## config.mk

```make
export PLATFORM = sky130hd
export DESIGN_NAME = axis_md_frame_splitter_flat
export DESIGN_NICKNAME = d
export VERILOG_FILES = /design/src/rtl/axis_md_frame_splitter_if.sv /design/src/rtl/axis_md_frame_splitter.sv /design/src/flat_wrapper.sv
export SDC_FILE = /design/constraint.sdc
export NUM_CORES = 1
export LEC_CHECK = 0
export CELL_PAD_IN_SITES_DETAIL_PLACEMENT = 1
export CELL_PAD_IN_SITES_GLOBAL_PLACEMENT = 1
export CORE_AREA = 2 2 194 196
export CTS_CLUSTER_DIAMETER = 200
export DETAILED_ROUTE_END_ITERATION = 6
export DIE_AREA = 0 0 196 198
export HOLD_SLACK_MARGIN = 0.1
export PLACE_DENSITY = 0.82
export RECOVER_POWER = 100
export REMOVE_ABC_BUFFERS = 1
export SYNTH_ARGS = -nofsm -noshare
export SYNTH_HDL_FRONTEND = slang
export SYNTH_SLANG_ARGS = --single-unit
```

## constraint.sdc

```tcl
create_clock -name clk -period 3.33 [get_ports clk]
set_input_delay 0.4995 -clock clk [delete_from_list [all_inputs] [get_ports clk]]
set_output_delay 0.4995 -clock clk [all_outputs]
set_load 0.005 [all_outputs]
```

## src/rtl/axis_md_frame_splitter_if.sv

```systemverilog
// axis_md_frame_splitter_if: AXI-Stream beat bundle (tdata/tvalid/tlast/tready)
// shared by the splitter input and both of its outputs.
interface axis_md_frame_splitter_if #(parameter int DW = 128);
    logic [DW-1:0] tdata;
    logic          tvalid;
    logic          tlast;
    logic          tready;
    modport master (output tdata, tvalid, tlast, input tready);
    modport slave (input tdata, tvalid, tlast, output tready);
endinterface

```

## src/rtl/axis_md_frame_splitter.sv

```systemverilog
// axis_md_frame_splitter: routes the first MD_WORDS beats of each frame to out1 and the rest to out2,
// or duplicates every beat to both outputs in broadcast mode. Optional macro: TLAST_CHECK_EN.
module axis_md_frame_splitter #(
    parameter int DW          = 128,
    parameter int MD_WORDS    = 4,
    parameter int FRAME_WORDS = 1024,
    localparam int CW         = $clog2(MD_WORDS + FRAME_WORDS + 1)
) (
    input  logic                             clk,
    input  logic                             resetn,
    input  logic                             md_enable,
    axis_md_frame_splitter_if.slave          axis_in,
    axis_md_frame_splitter_if.master         axis_out1,
    axis_md_frame_splitter_if.master         axis_out2,
    output logic [31:0]                      frame_cnt,
    output logic                             frame_err
);
    typedef enum logic {HDR, PAY} state_t;
    localparam logic [CW-1:0] LAST_CNT = CW'(MD_WORDS + FRAME_WORDS - 1);
    localparam logic [CW-1:0] HDR_LAST = CW'(MD_WORDS - 1);
    state_t        r_state, w_state_n;
    logic [CW-1:0] r_cnt, w_cnt_n;
    logic          r_mode, r_v1, r_v2, r_l1, r_l2, r_err;
    logic [DW-1:0] r_d1, r_d2;
    logic [31:0]   r_fcnt;
    logic          w_free1, w_free2, w_acc, w_mode, w_last, w_hdr_last, w_end, w_mis, w_ld1, w_ld2;
    assign w_free1        = ~r_v1 | axis_out1.tready;
    assign w_free2        = ~r_v2 | axis_out2.tready;
    assign axis_in.tready = w_free1 & w_free2 & resetn;
    assign w_acc          = axis_in.tvalid & axis_in.tready;
    // The frame's first beat is routed with the freshly sampled mode.
    assign w_mode         = (r_cnt == '0) ? md_enable : r_mode;
    assign w_last         = r_cnt == LAST_CNT;
    assign w_hdr_last     = r_cnt == HDR_LAST;
`ifdef TLAST_CHECK_EN
    assign w_end          = w_last | axis_in.tlast;
    assign w_mis          = axis_in.tlast ^ w_last;
`else
    assign w_end          = w_last;
    assign w_mis          = axis_in.tlast & 1'b0;
`endif
    assign w_ld1          = w_acc & (~w_mode | (r_state == HDR));
    assign w_ld2          = w_acc & (~w_mode | (r_state == PAY));
    always_comb begin
        w_cnt_n   = r_cnt;
        w_state_n = r_state;
        if (w_acc) begin
            w_cnt_n   = w_end ? '0 : r_cnt + 1'b1;
            w_state_n = w_end ? HDR : (w_hdr_last ? PAY : r_state);
        end
    end
    always_ff @(posedge clk) begin
        if (!resetn) begin
            r_state <= HDR;
            r_cnt   <= '0;
            r_mode  <= 1'b0;
            r_v1    <= 1'b0;
            r_v2    <= 1'b0;
            r_l1    <= 1'b0;
            r_l2    <= 1'b0;
            r_d1    <= '0;
            r_d2    <= '0;
            r_fcnt  <= '0;
            r_err   <= 1'b0;
        end else begin
            r_state <= w_state_n;
            r_cnt   <= w_cnt_n;
            if (w_acc && r_cnt == '0)
                r_mode <= md_enable;
            r_v1 <= w_ld1 | (r_v1 & ~axis_out1.tready);
            r_v2 <= w_ld2 | (r_v2 & ~axis_out2.tready);
            if (w_ld1) begin
                r_d1 <= axis_in.tdata;
                r_l1 <= w_mode ? (w_hdr_last | w_end) : w_end;
            end
            if (w_ld2) begin
                r_d2 <= axis_in.tdata;
                r_l2 <= w_end;
            end
            r_fcnt <= r_fcnt + 32'(w_acc & w_end);
            r_err  <= r_err | (w_acc & w_mis);
        end
    end
    assign axis_out1.tdata  = r_d1;
    assign axis_out1.tvalid = r_v1;
    assign axis_out1.tlast  = r_l1;
    assign axis_out2.tdata  = r_d2;
    assign axis_out2.tvalid = r_v2;
    assign axis_out2.tlast  = r_l2;
    assign frame_cnt        = r_fcnt;
    assign frame_err        = r_err;
endmodule
```

## src/flat_wrapper.sv

```systemverilog
// flat-port wrapper written by rule: the top's interface ports become plain ports
module axis_md_frame_splitter_flat 
#(
    parameter int DW          = 128,
    parameter int MD_WORDS    = 4,
    parameter int FRAME_WORDS = 1024,
    localparam int CW         = $clog2(MD_WORDS + FRAME_WORDS + 1)
)
  (clk, resetn, md_enable, frame_cnt, frame_err, axis_in_tdata, axis_in_tvalid, axis_in_tlast, axis_in_tready, axis_out1_tdata, axis_out1_tvalid, axis_out1_tlast, axis_out1_tready, axis_out2_tdata, axis_out2_tvalid, axis_out2_tlast, axis_out2_tready);
  axis_md_frame_splitter_if #(.DW(DW)) axis_in_i ();
  axis_md_frame_splitter_if #(.DW(DW)) axis_out1_i ();
  axis_md_frame_splitter_if #(.DW(DW)) axis_out2_i ();
  input  logic clk;
  input  logic resetn;
  input  logic md_enable;
  output logic [31:0] frame_cnt;
  output logic frame_err;
  input wire logic [$bits(axis_in_i.tdata)-1:0] axis_in_tdata;
  input wire logic [$bits(axis_in_i.tvalid)-1:0] axis_in_tvalid;
  input wire logic [$bits(axis_in_i.tlast)-1:0] axis_in_tlast;
  output wire logic [$bits(axis_in_i.tready)-1:0] axis_in_tready;
  output wire logic [$bits(axis_out1_i.tdata)-1:0] axis_out1_tdata;
  output wire logic [$bits(axis_out1_i.tvalid)-1:0] axis_out1_tvalid;
  output wire logic [$bits(axis_out1_i.tlast)-1:0] axis_out1_tlast;
  input wire logic [$bits(axis_out1_i.tready)-1:0] axis_out1_tready;
  output wire logic [$bits(axis_out2_i.tdata)-1:0] axis_out2_tdata;
  output wire logic [$bits(axis_out2_i.tvalid)-1:0] axis_out2_tvalid;
  output wire logic [$bits(axis_out2_i.tlast)-1:0] axis_out2_tlast;
  input wire logic [$bits(axis_out2_i.tready)-1:0] axis_out2_tready;
  assign axis_in_i.tdata = axis_in_tdata;
  assign axis_in_i.tvalid = axis_in_tvalid;
  assign axis_in_i.tlast = axis_in_tlast;
  assign axis_in_tready = axis_in_i.tready;
  assign axis_out1_tdata = axis_out1_i.tdata;
  assign axis_out1_tvalid = axis_out1_i.tvalid;
  assign axis_out1_tlast = axis_out1_i.tlast;
  assign axis_out1_i.tready = axis_out1_tready;
  assign axis_out2_tdata = axis_out2_i.tdata;
  assign axis_out2_tvalid = axis_out2_i.tvalid;
  assign axis_out2_tlast = axis_out2_i.tlast;
  assign axis_out2_i.tready = axis_out2_tready;
  axis_md_frame_splitter #(.DW(DW), .MD_WORDS(MD_WORDS), .FRAME_WORDS(FRAME_WORDS)) u_core (.clk(clk), .resetn(resetn), .md_enable(md_enable), .axis_in(axis_in_i), .axis_out1(axis_out1_i), .axis_out2(axis_out2_i), .frame_cnt(frame_cnt), .frame_err(frame_err));
endmodule
```

==> summary.log <==
INFO  status         status=finished with violations
INFO  status         violations=slew limit
INFO  cts            clock_tree.htree_level_count=2
INFO  synth          synth_warnings=0
INFO  timing         finalSetupViolations=0
INFO  synth          netlist_area=11980µm²
INFO  worst_hold_path worst_hold_startpoint=u_core.axis_out1.tdata[0]
INFO  floorplanning  die-area=38810µm²
INFO  setup_path     r2r_cells=5
INFO  grt            grt-busiest-layer=met2
INFO  floorplanning  floorplan.die.width=196µm
INFO  setup_path     critical_path.reg2reg.endpoint=u_core.axis_out1.tdata[45]
INFO  cts            cts.path.max_buffers=3
INFO  setup_path     cp_max_delay_cell=sky130_fd_sc_hd__clkbuf_4
INFO  setup_path     timing.critical_path.arrival=3520ps
INFO  placed_design  globalplace.congestion=0.7612
INFO  timing         timing.clock.skew=12.94ps
INFO  grt            grt_pass1_vias=11226
INFO  setup_path     setup.reg_to_reg.worst_slack=260ps
INFO  cts            numClockSinks=305
INFO  synth          synth.yosys.seq_area_share=0.5097
INFO  timing         final.period_utilization=0.9229
INFO  synth          post_synthesis_instance_total=1249
INFO  setup_path     cp_slowest_stage_delay=1040ps
INFO  drt            drt_first_iter_violations=285
INFO  cts            cts-resized-gates=0
INFO  synth          post_synth.cell_area_avg=9.592µm²
INFO  drt            viasPerCell=4.815
INFO  cts            cts.repair_timing.setup_buffer_count=0
INFO  placed_design  dp_hpwl=27.99mm
INFO  setup_path     critPathTopFamily=buffers and inverters
INFO  synth          ys_async_sr_fraction=0
INFO  timing         achievable-frequency=0.3254GHz
INFO  setup_path     r2r_start=u_core.r_cnt[6]
INFO  synth          ffs_latches_synth=305
INFO  finish         final_net_count=1782
INFO  setup_path     crit_path_end_kind=flip-flop
INFO  synth          number_of_enable_flip_flop_cells_after_synthesis=0
INFO  power_and_ir_drop power-per-cell-area=490.7nW/µm²
INFO  timing         maxSlewHeadroom=-0.01113
INFO  cts            tritoncts=yes
INFO  grt            global_routing_met1_resource_utilization=0.1950
INFO  worst_hold_path hold_path_cells=2
INFO  floorplanning  floorplan.initialDensity=0.3242
INFO  grt            globalRouteTotalUtil=0.1984
INFO  cts            hold_buffers=0
INFO  setup_path     criticalPathCategory=flip-flop to flip-flop
INFO  power_and_ir_drop irDropWorstVdd=0.4593mV
INFO  finish         layout_common_cells=sky130_fd_sc_hd__nand2_1 (403), sky130_fd_sc_hd__dfxtp_1 (305), sky130_fd_sc_hd__dlygate4sd3_1 (293)
INFO  grt            globalRouteOverflowTotal=0
INFO  grt            pin_count_of_the_biggest_net_entering_global_routing=216
INFO  power_and_ir_drop power.static_leakage=7.982nW
INFO  drt            drt_first_pass_iters=4
INFO  finish         finalCoreUtilization=0.4754
INFO  drt            drcViolationCount=0
INFO  timing         tightest_slew=1517ps
INFO  timing         final_hold_viol_count=0
INFO  placed_design  dp_cells=2079
INFO  timing         totalNegativeSetupSlack=0ps
INFO  worst_hold_path worst_hold_path_type=flip-flop to flip-flop
INFO  floorplanning  fp-row-count=71
INFO  placed_design  port_buffers=426
INFO  timing         period_needed=3073ps
INFO  synth          yosys.cell_types.count=40
INFO  drt            wire_per_inst=18.48µm
INFO  cts            clk-insertion-delay-late=530ps
INFO  timing         report.final.slew_viol_count=214
INFO  synth          synth_flop_cell=sky130_fd_sc_hd__dfxtp_1
INFO  finish         stdcell_count=2143
INFO  finish         layout.cells.most_common=sky130_fd_sc_hd__nand2_1
INFO  floorplanning  floorplan.io_pins=429
INFO  finish         drive_above_1_share=0.04137
INFO  grt            grt_antenna_before_repair=4
INFO  worst_hold_path hold_endpoint=u_core.axis_out1.tdata[0]
INFO  drt            routed_wl=39.60mm
INFO  setup_path     worst-path-stages=5
INFO  grt            grt_pass1_wl=60.71mm
INFO  grt            grt.met2_usage=0.3662
INFO  setup_path     worstPathMaxFanout=67
INFO  flow_run       cap_violations=0
INFO  drt            postRouteAntennaNets=0
INFO  setup_path     crit_buf_inv=1
INFO  drt            total_number_of_vias=10318
INFO  cts            cts_root_buffer=sky130_fd_sc_hd__clkbuf_16
INFO  setup_path     critical_path.cell_chain=nor4_1, nand3_1, a311oi_4, clkbuf_4, mux2i_1
INFO  setup_path     critical_path.startpoint_type=flip-flop
INFO  setup_path     crit_required=3770ps
INFO  timing         setup_repair_after_global_routing_missed_its_margin=false
INFO  grt            globalRouteMet3Util=0.08823
INFO  cts            cts.reportedPaths.clkPinSlew=60ps
INFO  floorplanning  floorplan.core_area=36960µm²
INFO  cts            cts_inserted_buffers=35
INFO  finish         flow.area_growth_from_synthesis=46.65%
INFO  floorplanning  dieHeight=198µm
worst max path at each step:
stage	start	to	slack, ps
final	u_core.r_cnt[6]	u_core.axis_out1.tdata[45]	260
after global routing	u_core.r_cnt[6]	u_core.axis_out1.tdata[30]	30
after CTS	u_core.r_cnt[6]	u_core.frame_cnt[16]	350
after detailed placement	axis_out2_tready	u_core.frame_cnt[16]	-60
after global placement	axis_out2_tready	u_core.frame_cnt[28]	70
after floorplan	axis_out2_tready	u_core.axis_out1.tdata[0]	-6100
report_power, final:
group,internal [mW],switching (mW)
clock,2.22,1.53
sequential,3.81,0.0787
combinational,0.523,0.452
worst register-to-register path, delay by kind of cell, from the launching register on:
family | cells | cell delay [ps]
buf+inv | 1 | 1040
simple gates | 2 | 740
flops | 1 | 340
mux | 1 | 450
compound gates | 1 | 420
cell families after synthesis:
logic type,synth area share
AO/OA/AOI/OAI,0.03018
XOR/XNOR,0.01097
adder cells (fa/ha/maj),0.005222
buffers and inverters,0.04533
flip-flops,0.5097
multiplexers,0.2173
other,0.0003130
AND/OR/NAND/NOR,0.1810
through the flow:
| step | area [µm²] | hold WS [ps] | total power, mW | setup WS (ps) |
|---|---|---|---|---|
| final | 17570 | 452.3 | 8.621 | 256.7 |
| after global routing | 17570 | 470.5 | 8.965 | 28.71 |
| after CTS | 17650 | 450.6 | 8.822 | 345.9 |
| after detailed placement | 16540 | 450.4 | 5.016 | -60.70 |
| after global placement | 16540 | 440.5 | 4.976 | 73.32 |
| after floorplan | 11470 | 451.1 | 4.430 | -6096 |
metal layers:
layer	vias up	part of all wire
met5	-	0.0010
li1	4989	-
met4	6	0.036
met2	306	0.51
met3	84	0.090
met1	4933	0.36
flip-flops by register name, indices dropped and copies added, names as in the netlist:
| register | count |
|---|---|
| u_core.axis_out1.tdata | 128 |
| u_core.axis_out2.tdata | 128 |
| u_core.frame_cnt | 32 |
| u_core.r_cnt | 11 |
| u_core.axis_out1.tlast | 1 |
| u_core.axis_out1.tvalid | 1 |
| u_core.axis_out2.tlast | 1 |
| u_core.axis_out2.tvalid | 1 |
| u_core.r_mode | 1 |
| u_core.r_state | 1 |
Yosys cell counts (all sizes together) (7+ instances only):
cell type,n,area share
o21ai,8,0.0033
clkbuf,55,0.017
nor2,19,0.0060
or4,20,0.013
or3,8,0.0042
a21oi,27,0.011
mux2i,259,0.22
nand4,10,0.0052
xor2,8,0.0058
inv,8,0.0025
xnor2,7,0.0051
buf,31,0.025
nor4,7,0.0047
nand2,403,0.13
dfxtp,305,0.51
o31ai,16,0.010
nand3,17,0.0071
layout make-up:
cell class                      count  area (µm²)
Clock inverter                      5       28.78
Multi-Input combinational cell    849        5334
Fill cell                        4121       19390
Antenna cell                        1       2.502
Tap cell                          474       593.1
Sequential cell                   305        6106
Timing Repair Buffer              442        4387
Clock buffer                       58        1085
Inverter                            9       33.78
No activity file was read; power rests on OpenSTA's default activity.
